$ cat config.mk
export PLATFORM = sky130hd
export DESIGN_NAME = hex_scroll_ctrl_flat
export DESIGN_NICKNAME = d
export VERILOG_FILES = /design/src/rtl/hex_scroll_pkg.sv /design/src/rtl/hex_scroll_ctrl_if.sv /design/src/rtl/seg7_decode.sv /design/src/rtl/hex_scroll_ctrl.sv /design/src/flat_wrapper.sv
export SDC_FILE = /design/constraint.sdc
export NUM_CORES = 1
export LEC_CHECK = 0
export ABC_CLOCK_PERIOD_IN_PS = 16000
export BUFFER_PORTS_ARGS = -buffer_cell sky130_fd_sc_hd__buf_2
export CAP_MARGIN = 20
export CORE_MARGIN = 10
export CORE_UTILIZATION = 35
export CTS_CLUSTER_SIZE = 8
export DETAILED_ROUTE_END_ITERATION = 12
export GPL_TIMING_DRIVEN = 0
export MAX_ROUTING_LAYER = met4
export SYNTH_ARGS = -nofsm -noshare
export SYNTH_HDL_FRONTEND = slang
export SYNTH_SLANG_ARGS = --single-unit
$ cat constraint.sdc
create_clock -name clk_clk -period 16 [get_ports clk_clk]
set_clock_uncertainty 0.1 [all_clocks]
set_input_delay 2.4 -clock clk_clk [delete_from_list [all_inputs] [get_ports clk_clk]]
set_output_delay 2.4 -clock clk_clk [all_outputs]
set_load 0.02 [all_outputs]
$ cat src/rtl/hex_scroll_pkg.sv
// Shared types and constants for the hex_scroll_ctrl display sequencer.
package hex_scroll_pkg;

    typedef enum logic [1:0] {
        IDLE  = 2'd0,
        RUN   = 2'd1,
        PAUSE = 2'd2
    } state_t;

    // bit4 = blank, bits3:0 = hex digit
    typedef logic [4:0] char_t;

    localparam logic [6:0] BLANK_SEG  = 7'h7F;
    localparam char_t      BLANK_CODE = 5'h10;

    // Active-low glyphs (gfedcba), index 15 listed first
    localparam logic [15:0][6:0] GLYPH = {
        7'h0E, 7'h06, 7'h21, 7'h46, 7'h03, 7'h08, 7'h10, 7'h00,
        7'h78, 7'h02, 7'h12, 7'h19, 7'h30, 7'h24, 7'h79, 7'h40
    };

endpackage

$ cat src/rtl/hex_scroll_ctrl_if.sv
// Character write port of hex_scroll_ctrl: valid/ready handshake.
interface hex_scroll_ctrl_if;
    logic                  wr_valid;
    hex_scroll_pkg::char_t wr_data;
    logic                  wr_ready;

    modport master (output wr_valid, output wr_data, input wr_ready);
    modport slave  (input wr_valid, input wr_data, output wr_ready);
endinterface

$ cat src/rtl/seg7_decode.sv
// Combinational character code to active-low 7-segment pattern.
module seg7_decode
    import hex_scroll_pkg::*;
(
    input  char_t      code,
    output logic [6:0] seg_c
);
    always_comb begin
        seg_c = BLANK_SEG;
        if (!code[4]) seg_c = GLYPH[code[3:0]];
    end
endmodule

$ cat src/rtl/hex_scroll_ctrl.sv
// Message buffer and right-to-left scroll sequencer for six 7-segment digits.
// Optional macro DEBOUNCE_EN: 2^16-cycle stability filter on each synchronised button.
module hex_scroll_ctrl
    import hex_scroll_pkg::*;
#(
    parameter int unsigned MSG_MAX     = 16,
    parameter int unsigned TICK_BASE   = 5000000,
    parameter int unsigned SYNC_STAGES = 2
) (
    input  logic                     clk_clk,
    input  logic                     reset_reset_n,
    hex_scroll_ctrl_if.slave         wr,
    input  logic [1:0]               btn_n,
    input  logic [3:0]               speed,
    output logic [6:0]               hex5,
    output logic [6:0]               hex4,
    output logic [6:0]               hex3,
    output logic [6:0]               hex2,
    output logic [6:0]               hex1,
    output logic [6:0]               hex0,
    output logic [1:0]               state_o,
    output logic [$clog2(MSG_MAX):0] msg_len
);
    localparam int unsigned LEN_W  = $clog2(MSG_MAX) + 1;
    localparam int unsigned PTR_W  = $clog2(MSG_MAX);
    localparam int unsigned TICK_W = $clog2(16 * TICK_BASE);
    localparam int unsigned DIGITS = 6;

    state_t                      state;
    logic [PTR_W-1:0]            pos;
    logic [TICK_W-1:0]           tick;
    logic [TICK_W-1:0]           period_m1;
    logic                        wr_ready_q;
    logic                        wr_fire;
    logic [SYNC_STAGES-1:0][1:0] sync_q;
    logic [1:0]                  btn_lvl;
    logic [1:0]                  btn_prev;
    logic [1:0]                  press;
    logic                        run_p;
    logic                        clr_p;
    char_t                       msg_buf [MSG_MAX];
    char_t                       code    [DIGITS];
    logic [LEN_W-1:0]            idx     [DIGITS];
    logic [6:0]                  seg     [DIGITS];
    logic [6:0]                  hex_q   [DIGITS];

    // Button synchroniser and falling-edge detector
    always_ff @(posedge clk_clk or negedge reset_reset_n) begin
        if (!reset_reset_n) begin
            sync_q   <= '1;
            btn_prev <= '1;
        end else begin
            sync_q[0] <= btn_n;
            for (int s = 1; s < int'(SYNC_STAGES); s++) sync_q[s] <= sync_q[s-1];
            btn_prev <= btn_lvl;
        end
    end

`ifdef DEBOUNCE_EN
    logic [1:0][15:0] db_cnt;

    always_ff @(posedge clk_clk or negedge reset_reset_n) begin
        if (!reset_reset_n) begin
            db_cnt  <= '0;
            btn_lvl <= '1;
        end else begin
            for (int b = 0; b < 2; b++) begin
                if (sync_q[SYNC_STAGES-1][b] == btn_lvl[b]) begin
                    db_cnt[b] <= '0;
                end else if (db_cnt[b] == 16'hFFFF) begin
                    btn_lvl[b] <= sync_q[SYNC_STAGES-1][b];
                    db_cnt[b]  <= '0;
                end else begin
                    db_cnt[b] <= db_cnt[b] + 16'd1;
                end
            end
        end
    end
`else
    assign btn_lvl = sync_q[SYNC_STAGES-1];
`endif

    assign press     = btn_prev & ~btn_lvl;
    assign run_p     = press[0];
    assign clr_p     = press[1];
    assign period_m1 = TICK_W'((32'(speed) + 32'd1) * TICK_BASE - 32'd1);
    assign wr_fire   = wr.wr_valid & wr_ready_q & ~clr_p;
    assign wr.wr_ready = wr_ready_q;

    // Control FSM, scroll timer and write counter; wr_ready tracks next state/length
    always_ff @(posedge clk_clk or negedge reset_reset_n) begin
        if (!reset_reset_n) begin
            state      <= IDLE;
            msg_len    <= '0;
            pos        <= '0;
            tick       <= '0;
            wr_ready_q <= 1'b1;
        end else if (clr_p) begin
            state      <= IDLE;
            msg_len    <= '0;
            pos        <= '0;
            tick       <= '0;
            wr_ready_q <= 1'b1;
        end else begin
            case (state)
                IDLE: begin
                    tick <= '0;
                    pos  <= '0;
                    if (run_p && msg_len != '0) state <= RUN;
                    wr_ready_q <= !(run_p && msg_len != '0) &&
                                  (wr_fire ? (msg_len < LEN_W'(MSG_MAX - 1))
                                           : (msg_len < LEN_W'(MSG_MAX)));
                end
                RUN: begin
                    if (tick >= period_m1) begin
                        tick <= '0;
                        pos  <= (LEN_W'(pos) == msg_len - LEN_W'(1)) ? '0 : pos + PTR_W'(1);
                    end else begin
                        tick <= tick + TICK_W'(1);
                    end
                    if (run_p) state <= PAUSE;
                    wr_ready_q <= 1'b0;
                end
                PAUSE: begin
                    if (run_p) state <= RUN;
                    wr_ready_q <= 1'b0;
                end
                default: begin
                    state      <= IDLE;
                    tick       <= '0;
                    pos        <= '0;
                    wr_ready_q <= (msg_len < LEN_W'(MSG_MAX));
                end
            endcase
            if (wr_fire) msg_len <= msg_len + LEN_W'(1);
        end
    end

    // Message storage needs no reset: msg_len gates every read
    always_ff @(posedge clk_clk) begin
        if (wr_fire) msg_buf[msg_len[PTR_W-1:0]] <= wr.wr_data;
    end

    // Digit i shows buf[(pos+i) mod msg_len]; pos+i never exceeds msg_len+5
    always_comb begin
        for (int i = 0; i < int'(DIGITS); i++) begin
            idx[i] = LEN_W'(pos) + LEN_W'(i);
            for (int k = 0; k < int'(DIGITS); k++) begin
                if (msg_len != '0 && idx[i] >= msg_len) idx[i] = idx[i] - msg_len;
            end
            code[i] = (msg_len == '0) ? BLANK_CODE : msg_buf[idx[i][PTR_W-1:0]];
        end
    end

    for (genvar g = 0; g < int'(DIGITS); g++) begin : g_digit
        seg7_decode u_dec (
            .code  (code[g]),
            .seg_c (seg[g])
        );
    end

    always_ff @(posedge clk_clk or negedge reset_reset_n) begin
        if (!reset_reset_n) begin
            for (int i = 0; i < int'(DIGITS); i++) hex_q[i] <= BLANK_SEG;
        end else begin
            for (int i = 0; i < int'(DIGITS); i++) hex_q[i] <= seg[i];
        end
    end

    assign hex5    = hex_q[0];
    assign hex4    = hex_q[1];
    assign hex3    = hex_q[2];
    assign hex2    = hex_q[3];
    assign hex1    = hex_q[4];
    assign hex0    = hex_q[5];
    assign state_o = state;

endmodule

$ cat src/flat_wrapper.sv
// flat-port wrapper written by rule: the top's interface ports become plain ports
module hex_scroll_ctrl_flat import hex_scroll_pkg::*;
#(
    parameter int unsigned MSG_MAX     = 16,
    parameter int unsigned TICK_BASE   = 5000000,
    parameter int unsigned SYNC_STAGES = 2
)
  (clk_clk, reset_reset_n, btn_n, speed, hex5, hex4, hex3, hex2, hex1, hex0, state_o, msg_len, wr_wr_valid, wr_wr_data, wr_wr_ready);
  hex_scroll_ctrl_if wr_i ();
  input  logic clk_clk;
  input  logic reset_reset_n;
  input  logic [1:0] btn_n;
  input  logic [3:0] speed;
  output logic [6:0] hex5;
  output logic [6:0] hex4;
  output logic [6:0] hex3;
  output logic [6:0] hex2;
  output logic [6:0] hex1;
  output logic [6:0] hex0;
  output logic [1:0] state_o;
  output logic [$clog2(MSG_MAX):0] msg_len;
  input wire logic [$bits(wr_i.wr_valid)-1:0] wr_wr_valid;
  input wire logic [$bits(wr_i.wr_data)-1:0] wr_wr_data;
  output wire logic [$bits(wr_i.wr_ready)-1:0] wr_wr_ready;
  assign wr_i.wr_valid = wr_wr_valid;
  assign wr_i.wr_data = wr_wr_data;
  assign wr_wr_ready = wr_i.wr_ready;
  hex_scroll_ctrl #(.MSG_MAX(MSG_MAX), .TICK_BASE(TICK_BASE), .SYNC_STAGES(SYNC_STAGES)) u_core (.clk_clk(clk_clk), .reset_reset_n(reset_reset_n), .wr(wr_i), .btn_n(btn_n), .speed(speed), .hex5(hex5), .hex4(hex4), .hex3(hex3), .hex2(hex2), .hex1(hex1), .hex0(hex0), .state_o(state_o), .msg_len(msg_len));
endmodule
Word level (Yosys, flattened, before mapping)
Memory sizes are Yosys's and may differ from the RTL's.
Index checks and enable logic that the tools add are counted.
{ "classes": {"shifts": 0, "eq_ne": 8, "div_mod_pow": 0, "addsub": 47, "n_reduce_logical": 46, "muxes": 73, "multipliers": 1, "n_bitwise": 5, "magnitude_cmp": 45} }
{ "op_table": {"columns": ["cell", "n"], "rows": [
  ["2-to-1 mux 5 bit", 38],
  [">= comparator 5 bit", 35],
  ["subtractor 5 bit", 29],
  ["2-to-1 mux 7 bit", 12],
  ["2-to-1 mux 27 bit", 2],
  ["one-hot mux 27 bit (2 select lines)", 1],
  ["logical AND 1 bit", 38],
  ["2-to-1 mux 4 bit", 9],
  ["multiplier 32 x 17 -> 21 bit, second input constant", 1],
  ["< comparator 4 x 5 -> 1 bit, second input constant", 6],
  ["adder 27 x 1 -> 27 bit, second input constant", 1],
  [">= comparator 27 bit", 1],
  ["subtractor 27 x 1 -> 27 bit, second input constant", 1],
  ["subtractor 4 bit", 6],
  ["inequality test 3 x 1 -> 1 bit, second input constant", 4],
  ["adder 4 x 1 -> 5 bit, second input constant", 2],
  ["adder 4 x 2 -> 5 bit, second input constant", 2],
  ["adder 4 x 3 -> 5 bit, second input constant", 2],
  ["2-to-1 mux 2 bit", 4],
  ["one-hot mux 4 bit (2 select lines)", 1],
  ["one-hot mux 2 bit (3 select lines)", 1],
  ["adder 5 x 1 -> 5 bit, second input constant", 1],
  ["equality test 4 x 5 -> 1 bit", 1],
  [">= comparator 4 x 5 -> 1 bit", 1],
  ["other kinds (22)", 26]
]} }
{ "word_totals": {"out_inout_bits": 50, "register_bits": 87, "latchBits": 0, "mem_count": 7, "word_cells": 246, "romBits": 672, "inputBits": 14, "ram_bits": 80} }
{ "mem_list": {"columns": ["memory", "depth", "word_bits", "read_ports", "rd_clocked_by_memory_dff", "write_ports", "line", "rtl"], "rows": [
  ["(no name shown)", 16, 7, 1, 0, 0, "seg7_decode.sv:10", "if (!code[4]) seg_c = GLYPH[code[3:0]];"],
  ["(no name shown)", 16, 7, 1, 0, 0, "seg7_decode.sv:10", null],
  ["(no name shown)", 16, 7, 1, 0, 0, "seg7_decode.sv:10", null],
  ["(no name shown)", 16, 7, 1, 0, 0, "seg7_decode.sv:10", null],
  ["(no name shown)", 16, 7, 1, 0, 0, "seg7_decode.sv:10", null],
  ["(no name shown)", 16, 7, 1, 0, 0, "seg7_decode.sv:10", null],
  ["1 more memories", null, null, null, null, null, null, null]
]} }

Depth between registers and ports, before layout
An unclocked memory read counts as a cell.
{ "logic_depth": {"depth_word": 24, "mapped_depth": 58} }

Hierarchy
A second synthesis with hierarchy kept.
{ "hier_totals": {"hier_cells": 2706, "area_unflattened_um2": 23740.3} }
{ "modules_own_cells": {"columns": ["mod", "seq_area_each_um2", "cells_each", "area_per_inst_um2", "instances"], "rows": [
  ["hex_scroll_ctrl", 4640.7, 2496, 21946.0, 1],
  ["seg7_decode", 0.0, 35, 299.0, 6]
]} }

Least setup slack after synthesis
No wires, ideal clock.
{ "synth_timing": {"kind": "register -> register", "start": "register u_core.msg_len[1]", "end": "register u_core.hex_q (netlist bit u_core.hex5[2])", "t_required_ns": 15.789, "synth_period_minus_slack_ns": 13.592, "stages_incl_launch_ff": 47, "arrival_ns": 13.381, "path_slack_ns": 2.408, "n_path_buf": 4, "path_cell_list": "dfrtp_1 inv_1 ha_1 nor2_1 o311ai_0 a21oi_1 o21a_1 ha_1 and4_1 or3_1 o21ai_1 o21ai_0 ha_1 nand2_1 o21ai_0 a21o_1 nor3_1 or3_1 [... 11 more ...] o311ai_1 nand2_1 inv_1 ha_1 o21ai_0 o2bb2ai_1 o21ai_1 nor2_1 a221oi_2 buf_6 buf_6 buf_6 mux2i_1 a221o_1 o21ai_1 inv_1 ha_1 o311ai_0"} }
{ "synth_between": {"elab_chain_cells": 23} }
{ "synth_lines": {"columns": ["item", "line", "rtl"], "rows": [
  ["from (decl)", "hex_scroll_ctrl.sv:22", "output logic [$clog2(MSG_MAX):0] msg_len"],
  ["from (signal assigned)", "hex_scroll_ctrl.sv:135", "if (wr_fire) msg_len <= msg_len + LEN_W'(1);"],
  [">= comparator 4 x 5 -> 1 bit / nonzero test 5 bit (equally long branches)", "hex_scroll_ctrl.sv:149", "if (msg_len != '0 && idx[i] >= msg_len) idx[i] = idx[i] - msg_len;"],
  ["logical AND 1 bit", "hex_scroll_ctrl.sv:149", null],
  ["2-to-1 mux 5 bit", "hex_scroll_ctrl.sv:149", null],
  [">= comparator 5 bit", "hex_scroll_ctrl.sv:149", null],
  ["logical AND 1 bit", "hex_scroll_ctrl.sv:149", null],
  ["2-to-1 mux 5 bit", "hex_scroll_ctrl.sv:149", null],
  [">= comparator 5 bit", "hex_scroll_ctrl.sv:149", null],
  ["logical AND 1 bit", "hex_scroll_ctrl.sv:149", null],
  ["[... 8 more ...]", null, null],
  ["logical AND 1 bit", "hex_scroll_ctrl.sv:149", null],
  ["2-to-1 mux 4 bit", "hex_scroll_ctrl.sv:149", null],
  ["memory (16 x 5 bit)", null, null],
  ["2-to-1 mux 5 bit *", "hex_scroll_ctrl.sv:151", "code[i] = (msg_len == '0) ? BLANK_CODE : msg_buf[idx[i][PTR_W-1:0]];"],
  ["memory (16 x 7 bit)", null, null],
  ["2-to-1 mux 7 bit (not written as such)", "seg7_decode.sv:10", null],
  ["2-to-1 mux 7 bit *", "seg7_decode.sv:10", null],
  ["net u_core.g_digit[0].u_dec.seg_c[2]", "seg7_decode.sv:6", "output logic [6:0] seg_c"],
  ["to (decl)", "hex_scroll_ctrl.sv:45", "logic [6:0] hex_q [DIGITS];"]
]} }
Mark *: on every way through the listed nets, which the timed path passes. The rest lies on a longest branch. The select of a mux whose other input is x is not followed.
A chain may end at the register's enable or synchronous reset.

Worst setup path after layout
{ "layout_timing": {"start": "register u_core.msg_len[1]", "end": "register u_core.hex_q (netlist bit u_core.hex3[0])"} }
{ "layout_between": {"elab_chain_cells": 23} }
{ "layout_lines": {"columns": ["item", "line"], "rows": [
  [">= comparator 5 bit / nonzero test 5 bit (equally long branches)", "hex_scroll_ctrl.sv:149"],
  ["logical AND 1 bit", "hex_scroll_ctrl.sv:149"],
  ["2-to-1 mux 5 bit", "hex_scroll_ctrl.sv:149"],
  [">= comparator 5 bit", "hex_scroll_ctrl.sv:149"],
  ["logical AND 1 bit", "hex_scroll_ctrl.sv:149"],
  ["2-to-1 mux 5 bit", "hex_scroll_ctrl.sv:149"],
  [">= comparator 5 bit", "hex_scroll_ctrl.sv:149"],
  ["logical AND 1 bit", "hex_scroll_ctrl.sv:149"],
  ["[... 8 more ...]", null],
  ["logical AND 1 bit", "hex_scroll_ctrl.sv:149"],
  ["2-to-1 mux 4 bit", "hex_scroll_ctrl.sv:149"],
  ["memory (16 x 5 bit)", null],
  ["2-to-1 mux 5 bit *", "hex_scroll_ctrl.sv:151"],
  ["memory (16 x 7 bit)", null],
  ["2-to-1 mux 7 bit (not written as such)", "seg7_decode.sv:10"],
  ["2-to-1 mux 7 bit *", "seg7_decode.sv:10"],
  ["net u_core.g_digit[2].u_dec.seg_c[0]", "seg7_decode.sv:6"]
]} }
Marked as above.

==> impl_summary.txt <==
----------------------------------------------------
[Drt]
  Met2 wire length ... 35600 µm
  Via total after detailed routing ... 22.7k
  Number of remaining DRC errors ... 0
  First-iteration detailed-routing DRC count ... 1905
  Length of routed wiring on met1 ... 36500 µm
  Remaining number of nets flagged by the antenna check after routing ... 0
  Aggregate routed wire length ... 79500 µm
  Per-cell via count in the routed design ... 5.74
  First-pass iteration count of the detailed router ... 7
  Max Used Layer ... met4
  Mean routed wirelength per cell ... 20.1 µm
  Met3 Routed Length ... 5550 µm

[Floorplan]
  Placeable core region ... 0.0688 mm²
  Floorplan row count ... 96
  Initial standard-cell utilization of the core ... 0.354
  Die Area ... 0.0806 mm²
  DIE WIDTH ... 284 µm
  Number of top-level pins ... 64
  Die Y-Extent ... 284 µm

[Timing]
  Final hold vios ... 0
  Worst Tran Pin Value ... 1080 ps
  Final max-slew violation count ... 0
  Sum Neg Setup Slack ... 0 ps
  Max_slew headroom ... 0.273
  F_max ... 67.8 MHz
  Final Critical Period ... 14740 ps
  RSZ-0062 raised after global routing ... false
  # setup viols final ... 0
  Fraction of the cycle the final worst path needs ... 0.921

[Clock network]
  # clock sinks ... 167
  Clock transition time at the flip-flop clock pins of the worst setup and hold paths ... 80 ps
  Max Buffers Root-to-Sink ... 2
  Post-CTS Hold Buffers ... 0
  Source-to-sink clock delay at the later pin of the worst-skew pair ... 460 ps
  CTS H-Tree Depth ... 4
  Cts repair resizes ... 0
  Number of clock buffers inserted by TritonCTS ... 17
  Clock root buffer master ... sky130_fd_sc_hd__clkbuf_16
  Number of post-CTS setup repair buffers ... 0
  CTS tree ... yes

[Critical path]
  Critical Path Max Stage Delay ... 880 ps
  Cell type of the slowest stage on the worst timing path ... sky130_fd_sc_hd__o21ai_0
  Arrival time at the worst endpoint ... 15030 ps
  Path type of the worst setup path ... reg -> reg
  Maximum fanout along the worst path ... 34
  CP endpoint kind ... flip-flop
  Kind of start point of the critical path ... flip-flop
  Worst path required time ... 16290 ps

[Logic synthesis]
  Async set or reset register ratio after synthesis ... 0.521
  Number of flops mapped to enable cells by yosys ... 80
  Syn Area/Cell ... 8.34 µm²
  Count of different cell masters after synthesis ... 105
  Most area-hungry cell type in the Yosys netlist ... sky130_fd_sc_hd__ha_1
  Area of the mapped netlist ... 0.0244 mm²
  Primary FF master, synth ... sky130_fd_sc_hd__edfxtp_1
  Count of warnings emitted by yosys ... 0
  Yosys top cell area share ... 0.147
  Post-Synthesis Net Count ... 3261
  Cells after synthesis ... 2924
  Post-synthesis register bit count ... 167
  Largest cells by area after synthesis ... sky130_fd_sc_hd__ha_1 (15%), sky130_fd_sc_hd__edfxtp_1 (9.9%), sky130_fd_sc_hd__mux2i_1 (8.2%), sky130_fd_sc_hd__dfstp_2 (5.3%), sky130_fd_sc_hd__nand2_1 (4.7%)
  Seq/Total Area, Yosys ... 0.190

[Layout]
  Area of the multi-input gates ... 0.0185 mm²
  Nets ... 3349
  Sequential standard cell area ... 0.00465 mm²
  Filler Cells Inserted ... 6994
  Area delta synth->final ... 9.06%
  Non-filler instance count after layout ... 3958
  Share of final-layout standard cells stronger than drive strength 1 ... 0.111
  Post-layout utilization of the core ... 0.386

[Global route]
  Vias in the first global route ... 21.8k
  Wire length of the first global-routing pass ... 124000 µm
  Total Routing Usage GR ... 0.195
  Overall overflow remaining after global route ... 0
  Largest net degree at the start of global routing ... 67
  Number of antenna violations at the first check in global routing ... 2

[Placement]
  Number of input and output port buffers inserted ... 63
  Routability congestion estimate from global placement ... 0.964
  Detailed Place HPWL ... 61700 µm
  Instance count after placement with tap cells included ... 3924

[Run]
  Max-cap check violation count ... 0

[Status]
  Outcome ... complete, no violations

[Min path]
  Worst min-delay path class ... reg -> reg

----------------------------------------------------
routing by layer:
metal,track usage,up-vias
met5,-,-
met4,0.0508,0
met2,0.307,770
li1,-,11000
met3,0.0276,131
met1,0.257,10800
worst max-delay path, delay by kind of cell, from the launching register on:
family	cells	cell delay (ps)
AO/OA/AOI/OAI	19	5510
buffers and inverters	9	2750
AND/OR/NAND/NOR	10	2280
adder cells (fa/ha/maj)	6	2030
multiplexers	3	1190
flip-flops	1	530
XOR/XNOR	1	150
stage by stage:
stage	area (µm²)	hold WS [ps]	setup slack (ps)
6_report	26600	261	1260
3_3_place_gp	25900	247	-2080
5_1_grt	26600	264	302
3_5_place_dp	26000	249	1520
4_1_cts	26600	261	1490
2_1_floorplan	24400	245	2410
cell usage in the layout, fill, tap and decap left out, types with 12 or more instances in the layout:
master and instances:
sky130_fd_sc_hd__o21ai_1 19, sky130_fd_sc_hd__buf_2 92, sky130_fd_sc_hd__and3_1 25, sky130_fd_sc_hd__mux2_2 47, sky130_fd_sc_hd__a221o_1 16, sky130_fd_sc_hd__o22ai_1 12, sky130_fd_sc_hd__o31ai_1 19, sky130_fd_sc_hd__nor2_1 202
sky130_fd_sc_hd__a21o_1 91, sky130_fd_sc_hd__a31oi_1 28, sky130_fd_sc_hd__clkbuf_1 36, sky130_fd_sc_hd__and2_1 33, sky130_fd_sc_hd__nand2b_1 31, sky130_fd_sc_hd__o211ai_1 45, sky130_fd_sc_hd__nand4_1 17, sky130_fd_sc_hd__inv_1 182
sky130_fd_sc_hd__or3_1 13, sky130_fd_sc_hd__a211oi_1 22, sky130_fd_sc_hd__clkbuf_16 17, sky130_fd_sc_hd__a211o_1 13, sky130_fd_sc_hd__a32oi_1 18, sky130_fd_sc_hd__o21a_1 33, sky130_fd_sc_hd__buf_4 22, sky130_fd_sc_hd__xnor2_1 80
sky130_fd_sc_hd__o21ai_0 147, sky130_fd_sc_hd__nor2b_1 40, sky130_fd_sc_hd__a22oi_1 18, sky130_fd_sc_hd__fa_1 37, sky130_fd_sc_hd__edfxtp_1 80, sky130_fd_sc_hd__a221oi_1 18, sky130_fd_sc_hd__nor3_1 42, sky130_fd_sc_hd__xor2_1 79
sky130_fd_sc_hd__dfrtp_1 36, sky130_fd_sc_hd__nand3_1 95, sky130_fd_sc_hd__nand2_1 307, sky130_fd_sc_hd__ha_1 286, sky130_fd_sc_hd__a21oi_1 195, sky130_fd_sc_hd__dfstp_2 49, sky130_fd_sc_hd__mux2i_1 199
cell usage after synthesis, drive strengths merged (9+ instances only):
master and instances:
nand2 310, a21boi 12, mux2 50, dfstp 49
o31a 9, fa 37, or3 13, a221o 16
nor2 204, o22ai 13, o21a 33, nor3 43
or2 11, nand2b 31, dfrtp 38, a22o 10
a31oi 30, inv 188, nor3b 11, buf 65
a22oi 19, o31ai 19, a21oi 206, a32oi 18
o221ai 10, a211o 13, nor4 10, o21ai 174
a211oi 24, and3 28, nand4 17, ha 286
xor2 79, xnor2 80, and2 36, a2111oi 11
edfxtp 80, o211ai 45, nand3 95, mux2i 199
clkbuf 35, a221oi 20, a21o 91, nor2b 40
cells by family (layout without fill, tap and decap cells):
kind of cell | Yosys count | count (layout) | synth area share
AO/OA/AOI/OAI | 859 | 859 | 0.242
AND/OR/NAND/NOR | 872 | 872 | 0.169
flip-flops | 167 | 167 | 0.190
buffers and inverters | 288 | 389 | 0.0528
multiplexers | 255 | 255 | 0.110
XOR/XNOR | 160 | 160 | 0.0580
other | 0 | 2 | 0
adder cells (fa/ha/maj) | 323 | 323 | 0.177
final timing paths:
check	cells after the start	from	slack, ps	end
worst max-delay path	48	u_core.msg_len[1]	1260	u_core.hex3[0]
worst min-delay path	0	u_core.sync_q[0]	260	u_core.btn_lvl[0]
worst max register to register	48	u_core.msg_len[1]	1260	u_core.hex3[0]
worst min register to register	0	u_core.sync_q[0]	260	u_core.btn_lvl[0]
max in group asynchronous	2	reset_reset_n	13370	u_core.wr.wr_ready
min in group asynchronous	1	reset_reset_n	1980	u_core.hex2[1]
registers in the layout, summed over array words and instances (netlist names):
signal and count:
u_core.msg_buf 80, u_core.tick 27, u_core.hex0 7, u_core.hex1 7, u_core.hex2 7, u_core.hex3 7, u_core.hex4 7, u_core.hex5 7
u_core.msg_len 5, u_core.pos 4, u_core.btn_lvl 2, u_core.btn_prev 2, u_core.state_o 2, u_core.sync_q 2, u_core.wr.wr_ready 1
final cells by class:
type / count / area share
antenna: 2 / 0.000188
clock buffer: 18 / 0.0161
buffer: 100 / 0.0219
timing repair buffer: 69 / 0.0170
clock inverter: 14 / 0.00574
inverter: 188 / 0.0265
sequential: 167 / 0.175
multi-input combinational: 2469 / 0.694
tap: 931 / 0.0438
Power is not shown: default switching activity piles up to over one toggle a cycle in this logic, so the estimate is an artifact.
